**src/rtl/fp_mult_pipe_if.sv**
```systemverilog
// rtl/fp_mult_pipe_if.sv - operand/result handshake bundle for the pipelined FP multiplier
interface fp_mult_pipe_if #(
    parameter int EXP_W = 8,
    parameter int MAN_W = 23
);
    localparam int W = 1 + EXP_W + MAN_W;

    logic         in_valid;
    logic         in_ready;
    logic [W-1:0] input_a;
    logic [W-1:0] input_b;
    logic         clear;
    logic         out_valid;
    logic         out_ready;
    logic [W-1:0] result;
    logic [3:0]   flags;

    modport master (
        output in_valid, input_a, input_b, clear, out_ready,
        input  in_ready, out_valid, result, flags
    );

    modport slave (
        input  in_valid, input_a, input_b, clear, out_ready,
        output in_ready, out_valid, result, flags
    );
endinterface

```
**src/rtl/fp_mult_pipe.sv**
```systemverilog
// rtl/fp_mult_pipe.sv - 3-stage IEEE-style multiplier: classify/exp sum, mantissa multiply, round/pack
module fp_mult_pipe #(
    parameter int EXP_W = 8,
    parameter int MAN_W = 23
) (
    input logic           clk,
    input logic           reset_b,
    fp_mult_pipe_if.slave bus
);
    localparam int W    = 1 + EXP_W + MAN_W;
    localparam int BIAS = (1 << (EXP_W - 1)) - 1;
    localparam int EW   = EXP_W + 2;
    localparam int MW   = MAN_W + 1;
    localparam int PW   = 2 * MW;

    localparam logic [1:0] CLS_NUM  = 2'd0;
    localparam logic [1:0] CLS_ZERO = 2'd1;
    localparam logic [1:0] CLS_INF  = 2'd2;
    localparam logic [1:0] CLS_NAN  = 2'd3;

    localparam logic signed [EW-1:0] EXP_MAX = EW'((1 << EXP_W) - 1);
    localparam logic [W-1:0] QNAN = {1'b0, {EXP_W{1'b1}}, 1'b1, {(MAN_W-1){1'b0}}};

    // All three stages move together; a held output freezes the whole pipe.
    logic advance;
    assign advance      = !(bus.out_valid && !bus.out_ready);
    assign bus.in_ready = advance;

    logic               sign_a, sign_b;
    logic [EXP_W-1:0]   exp_a, exp_b;
    logic [MAN_W-1:0]   man_a, man_b;
    logic               zero_a, zero_b, inf_a, inf_b, nan_a, nan_b;
    logic [1:0]         cls_n;
    logic signed [EW-1:0] exp_sum;

    assign {sign_a, exp_a, man_a} = bus.input_a;
    assign {sign_b, exp_b, man_b} = bus.input_b;

    // Exponent field 0 is zero: subnormals are flushed.
    assign zero_a = (exp_a == '0);
    assign zero_b = (exp_b == '0);
    assign inf_a  = (&exp_a) && (man_a == '0);
    assign inf_b  = (&exp_b) && (man_b == '0);
    assign nan_a  = (&exp_a) && (man_a != '0);
    assign nan_b  = (&exp_b) && (man_b != '0);

    always_comb begin
        if (nan_a || nan_b || (zero_a && inf_b) || (inf_a && zero_b)) cls_n = CLS_NAN;
        else if (inf_a || inf_b)                                     cls_n = CLS_INF;
        else if (zero_a || zero_b)                                   cls_n = CLS_ZERO;
        else                                                         cls_n = CLS_NUM;
    end

    assign exp_sum = $signed({2'b00, exp_a}) + $signed({2'b00, exp_b}) - $signed(EW'(BIAS));

    logic                 s1_valid, s1_sign;
    logic [1:0]           s1_cls;
    logic signed [EW-1:0] s1_exp;
    logic [MW-1:0]        s1_man_a, s1_man_b;

    logic                 s2_valid, s2_sign;
    logic [1:0]           s2_cls;
    logic signed [EW-1:0] s2_exp;
    logic [PW-1:0]        s2_prod;

    logic                 out_valid_q;
    logic [W-1:0]         result_q;
    logic [3:0]           flags_q;

    logic [PW-2:0]        norm;
    logic [MAN_W-1:0]     mant;
    logic                 guard, sticky, round_up;
    logic [MAN_W:0]       mant_r;
    logic signed [EW-1:0] exp_fin;
    logic [W-1:0]         result_n;
    logic [3:0]           flags_n;

    // Product lies in [1,4); align so the leading one sits just above the kept mantissa.
    always_comb begin
        norm     = s2_prod[PW-1] ? s2_prod[PW-2:0] : {s2_prod[PW-3:0], 1'b0};
        mant     = norm[PW-2 -: MAN_W];
        guard    = norm[PW-2-MAN_W];
        sticky   = |norm[PW-3-MAN_W:0];
        round_up = guard && (sticky || mant[0]);
        mant_r   = {1'b0, mant} + {{MAN_W{1'b0}}, round_up};
        exp_fin  = s2_exp + $signed({{(EW-1){1'b0}}, s2_prod[PW-1]})
                          + $signed({{(EW-1){1'b0}}, mant_r[MAN_W]});
        result_n = '0;
        flags_n  = '0;
        case (s2_cls)
            CLS_NAN: begin
                result_n = QNAN;
                flags_n  = 4'b1000;
            end
            CLS_INF:  result_n = {s2_sign, {EXP_W{1'b1}}, {MAN_W{1'b0}}};
            CLS_ZERO: result_n = {s2_sign, {(W-1){1'b0}}};
            default: begin
                if (exp_fin >= EXP_MAX) begin
                    result_n = {s2_sign, {EXP_W{1'b1}}, {MAN_W{1'b0}}};
                    flags_n  = 4'b0101;
                end else if (exp_fin <= 0) begin
                    result_n = {s2_sign, {(W-1){1'b0}}};
                    flags_n  = 4'b0011;
                end else begin
                    result_n = {s2_sign, exp_fin[EXP_W-1:0], mant_r[MAN_W-1:0]};
                    flags_n  = {3'b000, guard || sticky};
                end
            end
        endcase
    end

    always_ff @(posedge clk or negedge reset_b) begin
        if (!reset_b) begin
            s1_valid    <= 1'b0;
            s1_sign     <= 1'b0;
            s1_cls      <= '0;
            s1_exp      <= '0;
            s1_man_a    <= '0;
            s1_man_b    <= '0;
            s2_valid    <= 1'b0;
            s2_sign     <= 1'b0;
            s2_cls      <= '0;
            s2_exp      <= '0;
            s2_prod     <= '0;
            out_valid_q <= 1'b0;
            result_q    <= '0;
            flags_q     <= '0;
        end else begin
            if (bus.clear) begin
                s1_valid    <= 1'b0;
                s2_valid    <= 1'b0;
                out_valid_q <= 1'b0;
            end else if (advance) begin
                s1_valid    <= bus.in_valid;
                s2_valid    <= s1_valid;
                out_valid_q <= s2_valid;
            end
            if (advance) begin
                s1_sign  <= sign_a ^ sign_b;
                s1_cls   <= cls_n;
                s1_exp   <= exp_sum;
                s1_man_a <= {1'b1, man_a};
                s1_man_b <= {1'b1, man_b};
                s2_sign  <= s1_sign;
                s2_cls   <= s1_cls;
                s2_exp   <= s1_exp;
                s2_prod  <= PW'(s1_man_a) * PW'(s1_man_b);
                result_q <= result_n;
                flags_q  <= flags_n;
            end
        end
    end

    assign bus.out_valid = out_valid_q;
    assign bus.result    = result_q;
    assign bus.flags     = flags_q;
endmodule

```
**src/flat_wrapper.sv**
```systemverilog
// flat-port wrapper written by rule: the top's interface ports become plain ports
module fp_mult_pipe_flat 
#(
    parameter int EXP_W = 8,
    parameter int MAN_W = 23
)
  (clk, reset_b, bus_in_valid, bus_input_a, bus_input_b, bus_clear, bus_out_ready, bus_in_ready, bus_out_valid, bus_result, bus_flags);
  fp_mult_pipe_if #(.EXP_W(EXP_W), .MAN_W(MAN_W)) bus_i ();
  input logic clk;
  input logic reset_b;
  input wire logic [$bits(bus_i.in_valid)-1:0] bus_in_valid;
  input wire logic [$bits(bus_i.input_a)-1:0] bus_input_a;
  input wire logic [$bits(bus_i.input_b)-1:0] bus_input_b;
  input wire logic [$bits(bus_i.clear)-1:0] bus_clear;
  input wire logic [$bits(bus_i.out_ready)-1:0] bus_out_ready;
  output wire logic [$bits(bus_i.in_ready)-1:0] bus_in_ready;
  output wire logic [$bits(bus_i.out_valid)-1:0] bus_out_valid;
  output wire logic [$bits(bus_i.result)-1:0] bus_result;
  output wire logic [$bits(bus_i.flags)-1:0] bus_flags;
  assign bus_i.in_valid = bus_in_valid;
  assign bus_i.input_a = bus_input_a;
  assign bus_i.input_b = bus_input_b;
  assign bus_i.clear = bus_clear;
  assign bus_i.out_ready = bus_out_ready;
  assign bus_in_ready = bus_i.in_ready;
  assign bus_out_valid = bus_i.out_valid;
  assign bus_result = bus_i.result;
  assign bus_flags = bus_i.flags;
  fp_mult_pipe #(.EXP_W(EXP_W), .MAN_W(MAN_W)) u_core (.clk(clk), .reset_b(reset_b), .bus(bus_i));
endmodule
```
**config.mk**
```make
export PLATFORM = sky130hd
export DESIGN_NAME = fp_mult_pipe_flat
export DESIGN_NICKNAME = d
export VERILOG_FILES = /design/src/rtl/fp_mult_pipe_if.sv /design/src/rtl/fp_mult_pipe.sv /design/src/flat_wrapper.sv
export SDC_FILE = /design/constraint.sdc
export NUM_CORES = 2
export LEC_CHECK = 0
export CAP_MARGIN = 20
export CORE_UTILIZATION = 60
export CTS_BUF_LIST = sky130_fd_sc_hd__clkbuf_8 sky130_fd_sc_hd__clkbuf_16
export CTS_CLUSTER_SIZE = 25
export DETAILED_ROUTE_END_ITERATION = 6
export PLACE_DENSITY = 0.8
export SLEW_MARGIN = 0
export SYNTH_ARGS = -nofsm -noshare
export SYNTH_HDL_FRONTEND = slang
export SYNTH_SLANG_ARGS = --single-unit
```
**constraint.sdc**
```tcl
create_clock -name clk -period 14.2 [get_ports clk]
set_clock_uncertainty 0.15 [all_clocks]
set_input_delay 2.84 -clock clk [delete_from_list [all_inputs] [get_ports clk]]
set_output_delay 2.84 -clock clk [all_outputs]
set_load 0.01 [all_outputs]
```
==> results.md <==
- Outcome: finished clean
- Post-CTS Setup Bufs: 0
- RSZ-0062 raised after global routing: false
- Post-CTS Hold Fix Bufs: 0
- Clock transition at path regs: 0.06 ns
- Final setup violation count: 0
- Crit path buf inv count: 6
- Yosys top cell by area: fa_1
- DR vias/cell: 5.679
- Detail Route Antenna Nets: 0
- Clock tree sinks: 160
- Largest delay share family, worst path: adder cells
- Nets@finish: 3759
- Hold Path Origin: u_core.s1_exp[5]
- Initial Utilization: 60.78%
- # IOs: 107
- Tmin final: 7.565 ns
- Dominant synthesized flop cell: dfrtp_1
- First-pass GRT wire length: 113.0 mm
- Clk buf depth: 2
- Cell Area, Synth: 26820 um^2
- Critical path launch point type: flop
- Avg Cell Area, Syn: 8.802 um^2
- CP dominant cell by count: fa_1
- CP Capture Type: flop
- Register bit total from synthesis: 160
- Grt ovf: 0
- Synth unique cells: 72
- Die area: 45550 um^2
- GR Layer Usage met2: 53.40%
- GRT Total Usage: 31.46%
- Fraction of layout cells with a size suffix above 1: 2.507%
- DR iter-0 viols: 1508
- Max_cap viols: 0
- Core area: 44120 um^2
- Std cell rows: 77
- Reg2reg start: u_core.s1_man_a[15]
- Final Hold Viols: 0
- M1 GR Usage: 42.43%
- Clk root buf: clkbuf_16
- Slowest Stage Delay on Critical Path: 1.10 ns
- Worst hold slack: 0.3275 ns
- Area growth from synthesis to layout: 7.091%
- Worst-path fanout max: 25
- Initial antenna violation count: 2
- Routability congestion estimate from global placement: 0.9437
- Final Cycle Share: 53.28%
- CTS tree: built
- Number of buffers created by CTS: 17
- Slowest cell on crit path: dfrtp_1
- CP Data Required Time: 14.34 ns
- Resized Gates After CTS: 0
- Fill cell count: 3554
- Hold Path Class: flop to flop
- Post-DP HPWL: 51.36 mm
- PortBufs: 106
- Detailed-route via count: 20580
- Worst-Skew Late Latency: 0.43 ns
- Worst setup path class: flop to flop
- Grt peak-use layer: met2
- EDFF count, synth: 0
- Reg area: 4005 um^2
- Leading cell types by count after synthesis: 597 x nand2_1, 550 x inv_1, 484 x fa_1
- Largest net degree at the start of global routing: 104
- Post-Syn Nets: 3786
- FFs w/ async S/R, synth: 100.0%
- Yosys synthesis warning count: 0
- Most frequent cell after synthesis: nand2_1
- DRC viols: 0
- Post-synthesis cell count: 3047
- Footprint of the multi-input gates: 20080 um^2
- Die width: 213.4 um
- Slew HR: 21.58%
- Max Slew Vio Count: 0
- Highest clock rate: 0.1322 GHz
- Share of the synthesized area in the top cell type: 36.13%
- Crit path cell chain: and2_1, fa_1, fa_1, inv_1, fa_1, inv_1, fa_1, inv_1, fa_1, inv_1, fa_1, inv_1, fa_1, inv_1, ha_1, a21o_1, a31o_2, a31oi_1, o211a_2, o221ai_2, o221ai_2, xor2_1, o21ai_1
- Die height: 213.4 um
- Antenna fix cells: 0
- Critical Path AT: 7.71 ns
- Seq/Total Area, Yosys: 14.93%
- Met3 Track Usage GR: 4.584%
- Iteration count of the initial detailed-routing pass: 6
- Worst slew pin tran: 1.176 ns
- Routed wire length per instance: 18.15 um
- Top cells by area, synth: fa_1 36%, dfrtp_1 15%, ha_1 8.7%, nand2_1 8.4%, inv_1 7.7%
- WL final: 65.76 mm
- Setup crit start: u_core.s1_man_a[15]
- H-tree levels: 4
- Final TNS setup: 0 ns
- Vias in the first global route: 22460
cell type report:
type,instances,area share (%)
multi-input combinational,2165,69.92
sequential,160,13.95
inverter,551,7.210
timing repair buffer,125,4.265
tap,592,2.579
clock buffer,19,1.577
clock inverter,12,0.5010
state kept, by name, summed over array words and instances, names as in the netlist:
| name | count |
|---|---|
| u_core.s1_exp | 10 |
| u_core.s2_valid | 1 |
| u_core.s2_exp | 10 |
| u_core.s1_valid | 1 |
| u_core.bus.out_valid | 1 |
| u_core.s1_man_a | 23 |
| u_core.s2_sign | 1 |
| u_core.bus.flags | 4 |
| u_core.bus.result | 32 |
| u_core.s1_sign | 1 |
| u_core.s1_man_b | 24 |
| u_core.s2_prod | 48 |
| u_core.s2_cls | 2 |
| u_core.s1_cls | 2 |
per-layer routing:
metal	up-vias	part of all wire [%]
li1	9158	-
met1	10430	40
met2	867	50
met3	127	7.6
met4	0	2.4
met5	-	0
layout by cell type, fill, tap and decap left out, types with 3 or more instances in the layout:
master and instances:
o21a_1 5, a21o_1 37, nand2_1 597, clkbuf_16 17, mux2_2 3, inv_1 552
o21bai_1 9, buf_4 18, a31oi_1 10, nor4_1 24, o21ai_0 47, bufinv_16 3
clkinvlp_4 3, nand3_1 24, a211oi_1 5, clkdlybuf4s50_1 105, o31ai_1 4, xor2_1 37
nor2_1 75, and2_1 292, nor2b_1 15, a211o_1 3, nand2b_1 8, mux2i_1 8
ha_1 186, nand4_1 22, o211ai_1 5, a21oi_1 106, o21ai_1 9, nor3_1 12
xnor2_1 60, dfrtp_1 159, clkinv_2 3, a22o_1 23, and3_1 12, fa_1 484
metrics by stage:
| stage | worst slack [ns] | instance area, um^2 | util (%) | instances |
|---|---|---|---|---|
| 2_1_floorplan | 7.468 | 26820 | - | 3047 |
| 3_3_place_gp | 6.813 | 28100 | 63.67 | 3592 |
| 3_5_place_dp | 6.739 | 28100 | 63.67 | 3592 |
| 4_1_cts | 6.697 | 28690 | 65.03 | 3623 |
| 5_1_grt | 6.364 | 28720 | 65.09 | 3624 |
| 6_report | 6.635 | 28720 | 65.09 | 3624 |
tightest hold or removal path, delay by kind of cell (launching register included):
kind	cells	cell delay (ns)
flip-flops	1	0.35
AND/OR/NAND/NOR	2	0.10
logic make-up after synthesis:
| family | Yosys count | synth area share, % |
|---|---|---|
| buffers and inverters | 722 | 10.22 |
| AND/OR/NAND/NOR | 1097 | 19.39 |
| AO/OA/AOI/OAI | 289 | 7.008 |
| multiplexers | 12 | 0.4805 |
| adder cells (fa/ha/maj) | 670 | 44.81 |
| XOR/XNOR | 97 | 3.168 |
| flip-flops | 160 | 14.93 |
worst paths after layout:
kind	to	slack [ns]	cells past startpoint
worst max-delay path	u_core.s2_prod[43]	6.63	23
min in group asynchronous	u_core.bus.result[19]	2.34	1
worst min-delay path	u_core.s2_exp[5]	0.33	2
max in group asynchronous	u_core.bus.result[8]	10.16	2
worst min register to register	u_core.s2_exp[5]	0.33	2
worst max register to register	u_core.s2_prod[43]	6.63	23
Power is not shown: default switching activity piles up to over one toggle a cycle in this logic, so the estimate is an artifact.
